--- src/rtl/timer_display.sv ---
// Purpose: mm:ss / hh:mm BCD timer with prescaled step, load, up/down count and a 4-digit muxed 7-seg driver.
// Latency: tick/done/bcd update one cycle after the prescaler terminal edge; seg/an/dp are combinational from registers.
// Backpressure: none; run=0 freezes prescaler and value while the display scan keeps running.
module timer_display #(
    parameter int PERIOD    = 50_000_000,
    parameter int MODE      = 0,
    parameter int SCAN_BITS = 18,
    parameter int BLANK_LZ  = 0
) (
    input  logic        clk,
    input  logic        rst,
    input  logic        run,
    input  logic        up,
    input  logic        load,
    input  logic [15:0] load_val,
    output logic [15:0] bcd,
    output logic        tick,
    output logic        done,
    output logic [6:0]  seg,
    output logic        dp,
    output logic [3:0]  an
);

    localparam int PW = (PERIOD > 1) ? $clog2(PERIOD) : 1;
    localparam logic [PW-1:0] PRE_MAX  = PW'(PERIOD - 1);
    localparam logic [PW-1:0] PRE_HALF = PW'(PERIOD / 2);

    logic [PW-1:0]        pre;
    logic [SCAN_BITS-1:0] scan;
    logic                 step;
    logic                 load_ok;
    logic [15:0]          step_val;
    logic [1:0]           sel;
    logic [3:0]           digit;

    // A load value is accepted only if every digit is within its range for the mode.
    function automatic logic valid_bcd(input logic [15:0] v);
        logic ok;
        ok = (v[3:0] <= 4'd9) && (v[7:4] <= 4'd5) && (v[11:8] <= 4'd9);
        if (MODE == 0)
            ok = ok && (v[15:12] <= 4'd5);
        else
            ok = ok && (v[15:12] <= 4'd2) && !((v[15:12] == 4'd2) && (v[11:8] > 4'd3));
        return ok;
    endfunction

    // Ripple increment; in hh:mm the hours-ones digit wraps at 3 when hours-tens is 2.
    function automatic logic [15:0] bcd_inc(input logic [15:0] v);
        logic [3:0] d0, d1, d2, d3, d2_max, d3_max;
        {d3, d2, d1, d0} = v;
        d3_max = (MODE == 0) ? 4'd5 : 4'd2;
        d2_max = ((MODE != 0) && (d3 == 4'd2)) ? 4'd3 : 4'd9;
        if (d0 != 4'd9) begin
            d0 = d0 + 4'd1;
        end else begin
            d0 = 4'd0;
            if (d1 != 4'd5) begin
                d1 = d1 + 4'd1;
            end else begin
                d1 = 4'd0;
                if (d2 != d2_max) begin
                    d2 = d2 + 4'd1;
                end else begin
                    d2 = 4'd0;
                    d3 = (d3 == d3_max) ? 4'd0 : d3 + 4'd1;
                end
            end
        end
        return {d3, d2, d1, d0};
    endfunction

    // Ripple decrement that saturates at 0000, so the top digit never borrows.
    function automatic logic [15:0] bcd_dec(input logic [15:0] v);
        logic [3:0] d0, d1, d2, d3;
        {d3, d2, d1, d0} = v;
        if (v != 16'h0000) begin
            if (d0 != 4'd0) begin
                d0 = d0 - 4'd1;
            end else begin
                d0 = 4'd9;
                if (d1 != 4'd0) begin
                    d1 = d1 - 4'd1;
                end else begin
                    d1 = 4'd5;
                    if (d2 != 4'd0) begin
                        d2 = d2 - 4'd1;
                    end else begin
                        d2 = 4'd9;
                        d3 = d3 - 4'd1;
                    end
                end
            end
        end
        return {d3, d2, d1, d0};
    endfunction

    assign step     = run && (pre == PRE_MAX);
    assign load_ok  = load && valid_bcd(load_val);
    assign step_val = up ? bcd_inc(bcd) : bcd_dec(bcd);

    // Prescaler, count value and step pulses; a valid load restarts the period and swallows the step.
    always_ff @(posedge clk) begin
        if (rst) begin
            pre  <= '0;
            bcd  <= 16'h0000;
            tick <= 1'b0;
            done <= 1'b0;
        end else if (load_ok) begin
            pre  <= '0;
            bcd  <= load_val;
            tick <= 1'b0;
            done <= 1'b0;
        end else begin
            if (run)
                pre <= (pre == PRE_MAX) ? '0 : pre + 1'b1;
            tick <= step;
            done <= step && !up && (bcd != 16'h0000) && (step_val == 16'h0000);
            if (step)
                bcd <= step_val;
        end
    end

    // Free-running display scan, independent of run.
    always_ff @(posedge clk) begin
        if (rst)
            scan <= '0;
        else
            scan <= scan + 1'b1;
    end

    assign sel = scan[SCAN_BITS-1:SCAN_BITS-2];

    // Digit select, segment decode, leading-zero blanking and colon marker on d2.
    always_comb begin
        digit = bcd[3:0];
        an    = 4'b1110;
        dp    = 1'b1;
        seg   = 7'b0111111;
        case (sel)
            2'd0: begin digit = bcd[3:0];   an = 4'b1110; end
            2'd1: begin digit = bcd[7:4];   an = 4'b1101; end
            2'd2: begin digit = bcd[11:8];  an = 4'b1011; end
            default: begin digit = bcd[15:12]; an = 4'b0111; end
        endcase
        case (digit)
            4'd0: seg = 7'b1000000;
            4'd1: seg = 7'b1111001;
            4'd2: seg = 7'b0100100;
            4'd3: seg = 7'b0110000;
            4'd4: seg = 7'b0011001;
            4'd5: seg = 7'b0010010;
            4'd6: seg = 7'b0000010;
            4'd7: seg = 7'b1111000;
            4'd8: seg = 7'b0000000;
            4'd9: seg = 7'b0010000;
            default: seg = 7'b0111111;
        endcase
        if ((BLANK_LZ != 0) && (sel == 2'd3) && (bcd[15:12] == 4'd0))
            seg = 7'b1111111;
        if (sel == 2'd2)
            dp = run ? (pre >= PRE_HALF) : 1'b0;
    end

endmodule

--- config.mk ---
export PLATFORM = sky130hd
export DESIGN_NAME = timer_display
export DESIGN_NICKNAME = d
export VERILOG_FILES = /design/src/rtl/timer_display.sv
export SDC_FILE = /design/constraint.sdc
export NUM_CORES = 1
export LEC_CHECK = 0
export BUFFER_PORTS_ARGS = -buffer_cell sky130_fd_sc_hd__buf_4
export CAP_MARGIN = 0
export CORE_MARGIN = 4
export CORE_UTILIZATION = 41
export CTS_BUF_LIST = sky130_fd_sc_hd__clkbuf_4 sky130_fd_sc_hd__clkbuf_8
export CTS_CLUSTER_DIAMETER = 50
export DETAILED_ROUTE_END_ITERATION = 12
export GPL_ROUTABILITY_DRIVEN = 1
export SLEW_MARGIN = 5
export SYNTH_ARGS = -nofsm -noshare
export SYNTH_HDL_FRONTEND = slang
export SYNTH_SLANG_ARGS = --single-unit
--- constraint.sdc ---
create_clock -name clk -period 4.7 [get_ports clk]
set_input_delay 1.41 -clock clk [delete_from_list [all_inputs] [get_ports clk]]
set_output_delay 1.41 -clock clk [all_outputs]
set_load 0.05 [all_outputs]
# After elaboration in Yosys (flattened, before gate mapping)

Memories as Yosys holds them, arrays and structs flattened.
Index checks and enable logic that the tools add are counted.
Widths: inputs -> output; s select.

Memory bits (read-only): 112
Flip-flop bits (word level): 62
Memories kept: 1

Memory list:

| memory           | depth | bits a word | rd ports | clocked after memory_dff | wr ports | RTL line | text |
|---|---|---|---|---|---|---|---|
| (name not given) | 16    | 7           | 1        | 0                        | 0        | 145      | `case (digit)` |

Mux-type cells: 31
Equality and inequality tests: 7
$add $sub $neg: 10
Reduce and logical (&&, ||, !) cells: 17
Magnitude comparators: 5

Operators by type and width:

| cell                  | number |
|---|---|
| $mux 4                | 23 |
| $mux 16               | 3 |
| $add 26x1->26 const B | 1 |
| $eq 26x26->1 const B  | 1 |
| $ge 26x25->1 const B  | 1 |
| $mux 26               | 1 |
| $pmux 4 s3            | 2 |
| $add 18x1->18 const B | 1 |
| $add 4x1->4 const B   | 4 |
| $logic_not 16->1      | 1 |
| $reduce_bool 16->1    | 1 |
| $sub 4x1->4 const B   | 4 |
| $reduce_bool 4->1     | 3 |
| $le 4x3->1 const B    | 2 |
| $le 4x4->1 const B    | 2 |
| $logic_and 1x1->1     | 8 |
| $ne 4x4->1 const B    | 2 |
| $eq 4x3->1 const B    | 1 |
| $ne 4x3->1 const B    | 1 |
| $eq 2x1->1 const B    | 1 |
| $eq 2x2->1 const B    | 1 |
| $logic_not 2->1       | 1 |
| $mux 1                | 2 |
| $reduce_bool 2->1     | 1 |
| 2 further kinds       | 2 |

# Depth between registers and ports, before layout

Word-level depth: 8
Mapped depth: 8

# Worst setup path before layout

Ideal clock, no wire load.

Kind: reg-to-output
From: register bcd[6]
To: output seg[6]
Data arrival time: 2.726 ns
Data required time: 3.290 ns
Setup slack: 0.564 ns
Stages on the path, launching flop included: 6
Path through: dfxtp_1 -> clkbuf_1 -> inv_1 -> o211ai_1 -> o21ai_0 -> a211oi_1

Longest elaborated chain between the ends: 2

RTL lines:

| item                   | RTL line | text |
|---|---|---|
| from (decl)            | 16       | `output logic [15:0] bcd,` |
| from (signal assigned) | 110      | `bcd <= load_val;` |
| from (signal assigned) | 119      | `bcd <= step_val;` |
| $pmux 4 s3             | 139      | `case (sel)` |
| $mem_v2 16x7           | --       |  |
| to (decl)              | 19       | `output logic [6:0] seg,` |

No other way between the ends.

# Worst setup path in the final report

From: register scan[16]
To: output seg[3]

Longest elaborated chain between the ends: 3

RTL lines:

| item                                     | RTL line | text |
|---|---|---|
| from (decl)                              | 29       | `logic [SCAN_BITS-1:0] scan;` |
| from (signal assigned)                   | 128      | `scan <= scan + 1'b1;` |
| $eq 2x2->1, or another cell as far along | 139      |  |
| $pmux 4 s3 *                             | 139      |  |
| $mem_v2 16x7 *                           | --       |  |

Mark *: on every way between the ends. The rest lies on a longest branch, timed or not.

==> results.cfg <==
[setup_path]
slowest_stage = mux4_2
worst_path_largest_cell_delay_ns = 0.63
cp-endpoint = seg[3]
crit_path_cell_trace = mux4_2 -> inv_1 -> ha_1 -> nor2_1 -> o21ai_0 -> o21a_1 -> buf_4
ff2ff_setup_slack_ns = 1.83
r2r_end = done$_SDFF_PP0_
startpoint_type = flip-flop
end_kind = primary output
path_buf_inv = 2
crit_required_ns = 3.29
critical_path_peak_fanout = 12
cp_num_cells = 7
path_class = reg2out
rr_worst_depth = 7
critPathLaunch = scan[16]$_SDFF_PP0_
critPathTopFamily = multiplexers
reg2reg_from = pre[7]$_SDFFE_PP0P_
worst-endpoint-arrival_ns = 2.50

[synthesis]
yosys_warnings = 0
synthesis.area_sq_um = 4060
synth.most_common_cell = nor2_1
yosysTopAreaCellShare_pct = 30.6
synth_area_leaders = dfxtp_1 31%, nor2_1 6.8%, xor2_1 6.5%
synth-seq-area-share_pct = 30.6
yosys.area.top_type = dfxtp_1
async_flop_share_pct = 0
synth.distinct_cells = 65
postSynthCellCount = 520
synthTopCellsByCount = 73 x nor2_1, 62 x dfxtp_1, 37 x nand2_1
synthFlopType = dfxtp_1
synth_edf_count = 0
yosys_register_bits = 62
syn-num-nets = 554
synth.avg_cell_area_sq_um = 7.81

[placement]
pre_cts_slack_ns = 1.18
dp_hpwl_mm = 7.93
place.gp.congestion = 0.911
portBuffers = 50

[clocking]
htree_num_levels = 3
cts_sinks = 62
cts_hold_buf = 0
clock_latency_ns = 0.36
cts_resized = 0
cts_tree = done
post_cts_buffers = 0
cts_buffer_depth = 2
numCtsBuffers = 9
root_buffer = clkbuf_8
clk_pin_slew_ns = 0.08

[route]
m1WireLength_mm = 4.96
ant_nets = 0
route.met3.wl_um = 570
drt_pass1_iterations = 5
vias = 3951
drt_iter0_drc = 173
highest_layer = met4
drt_wl_total_mm = 11.2
wl_met2_mm = 5.38
drc = 0
viasPerCell = 5.66
routedWlPerCell_um = 16.0

[sta]
setup_violations = 0
fmax_mhz = 255
layout_min_cycle_time_ns = 3.91
fin_crit_sh_pct = 83.3
skew_ns = 0.0108
hold_viol = 0
setup_ws_ns = 0.785
grt_setup_unrepaired = false
worst_slew_pin_slew_ns = 0.753
setup_tns_ns = 0
slew_viol_final = 0
hold_slack_ns = 0.448
relSlewSlack_pct = 49.8

[floorplanning]
die-area_sq_um = 11600
start_util_pct = 41.9
die_x_um = 107
fp.coreArea_sq_um = 9680
rows = 36
die_h_um = 107
num_io_pins = 51

[grt]
grt_pass1_vias = 3747
grt_start_max_net_pins = 35
grt_first_pass_wirelength_mm = 18.7
antenna_found_initial = 0
grt_util_all_layers_pct = 20.1
overflow = 0

[power]
peakVddDrop_mv = 0.161
power.density_nw_per_um2 = 254
power.leakage_uw = 0.00180

[hold_path]
hp-start = scan[0]$_SDFF_PP0_
min_path_type = reg2reg

[final_layout]
layout.nets = 594
insertedDiodeCount = 0
drive_gt1_share_pct = 16.6
syn2layout_area_growth_pct = 17.7

[job]
maxCapViolations = 0

[status]
status = finished clean
[cell families after synthesis]
family / count (synthesis) / synth area share (%)
AOI/OAI and AO/OA: 107 / 17.4
and+or+nand+nor: 247 / 32.1
adders and majority gates: 13 / 4.01
xor gates and xnor gates: 40 / 8.63
muxes: 9 / 3.27
DFF: 62 / 30.6
buffers and inverters: 42 / 4.04
[power breakdown]
part | total [uW] | internal [uW] | leakage [uW] | switching [uW]
clock network | 558 | 317 | 0.000113 | 241
registers | 539 | 531 | 0.000500 | 8.77
logic | 118 | 45.9 | 0.00119 | 71.9
total | 1210 | 893 | 0.00180 | 321
[per-stage QoR]
stage / cell area, sq um / std cells / power [uW] / utilization (%)
final: 4780 / 698 / 1210 / 49.3
after detailed placement: 4550 / 682 / 669 / 46.9
after CTS: 4780 / 698 / 1230 / 49.3
after global placement: 4550 / 682 / 667 / 46.9
after floorplan: 4060 / 520 / 628 / -
after global routing: 4780 / 698 / 1260 / 49.3
[layout by cell type, fill, tap and decap left out, types with 13 or more instances in the layout]
cell type and n:
nor2_1 73, dfxtp_1 62, buf_4 58, nand2_1 37, xor2_1 30, a21oi_1 25, o21ai_0 24, nand3_1 24
nand4_1 19, nor3_1 18, inv_1 13, ha_1 13
[cell type report]
type	instances	area, sq um
Sequential cell	62	1240
Clock inverter	6	93.8
Tap cell	133	166
Multi-Input combinational cell	416	2650
Fill cell	986	4910
Timing Repair Buffer	58	435
Inverter	13	48.8
Clock buffer	10	138
[state kept, by name, indices dropped and copies added (netlist names)]
register and cells:
pre 26, bcd 16, scan 18, tick 1
done 1
[worst min-delay path by stage]
stage	slack (ns)	endpoint	cells after the start
after global routing	0.50	scan[0]$_SDFF_PP0_	1
after global placement	0.43	scan[0]$_SDFF_PP0_	1
after CTS	0.46	scan[0]$_SDFF_PP0_	1
after floorplan	0.42	scan[0]$_SDFF_PP0_	1
after detailed placement	0.44	scan[0]$_SDFF_PP0_	1
final	0.45	scan[0]$_SDFF_PP0_	1
[metal layers]
layer  up-vias  track usage, %
li1       1962               -
met1      1850            25.3
met2       112            33.3
met3        27            4.38
met4         0            8.30
met5         -               0
[worst reg2reg max path: cells and delay by family (launching register included)]
kind,cells,cell delay (ns)
DFF,1,0.36
and+or+nand+nor,4,1.61
buffers and inverters,1,0.35
AOI/OAI and AO/OA,2,0.45
Power figures use the tool's default switching activity.
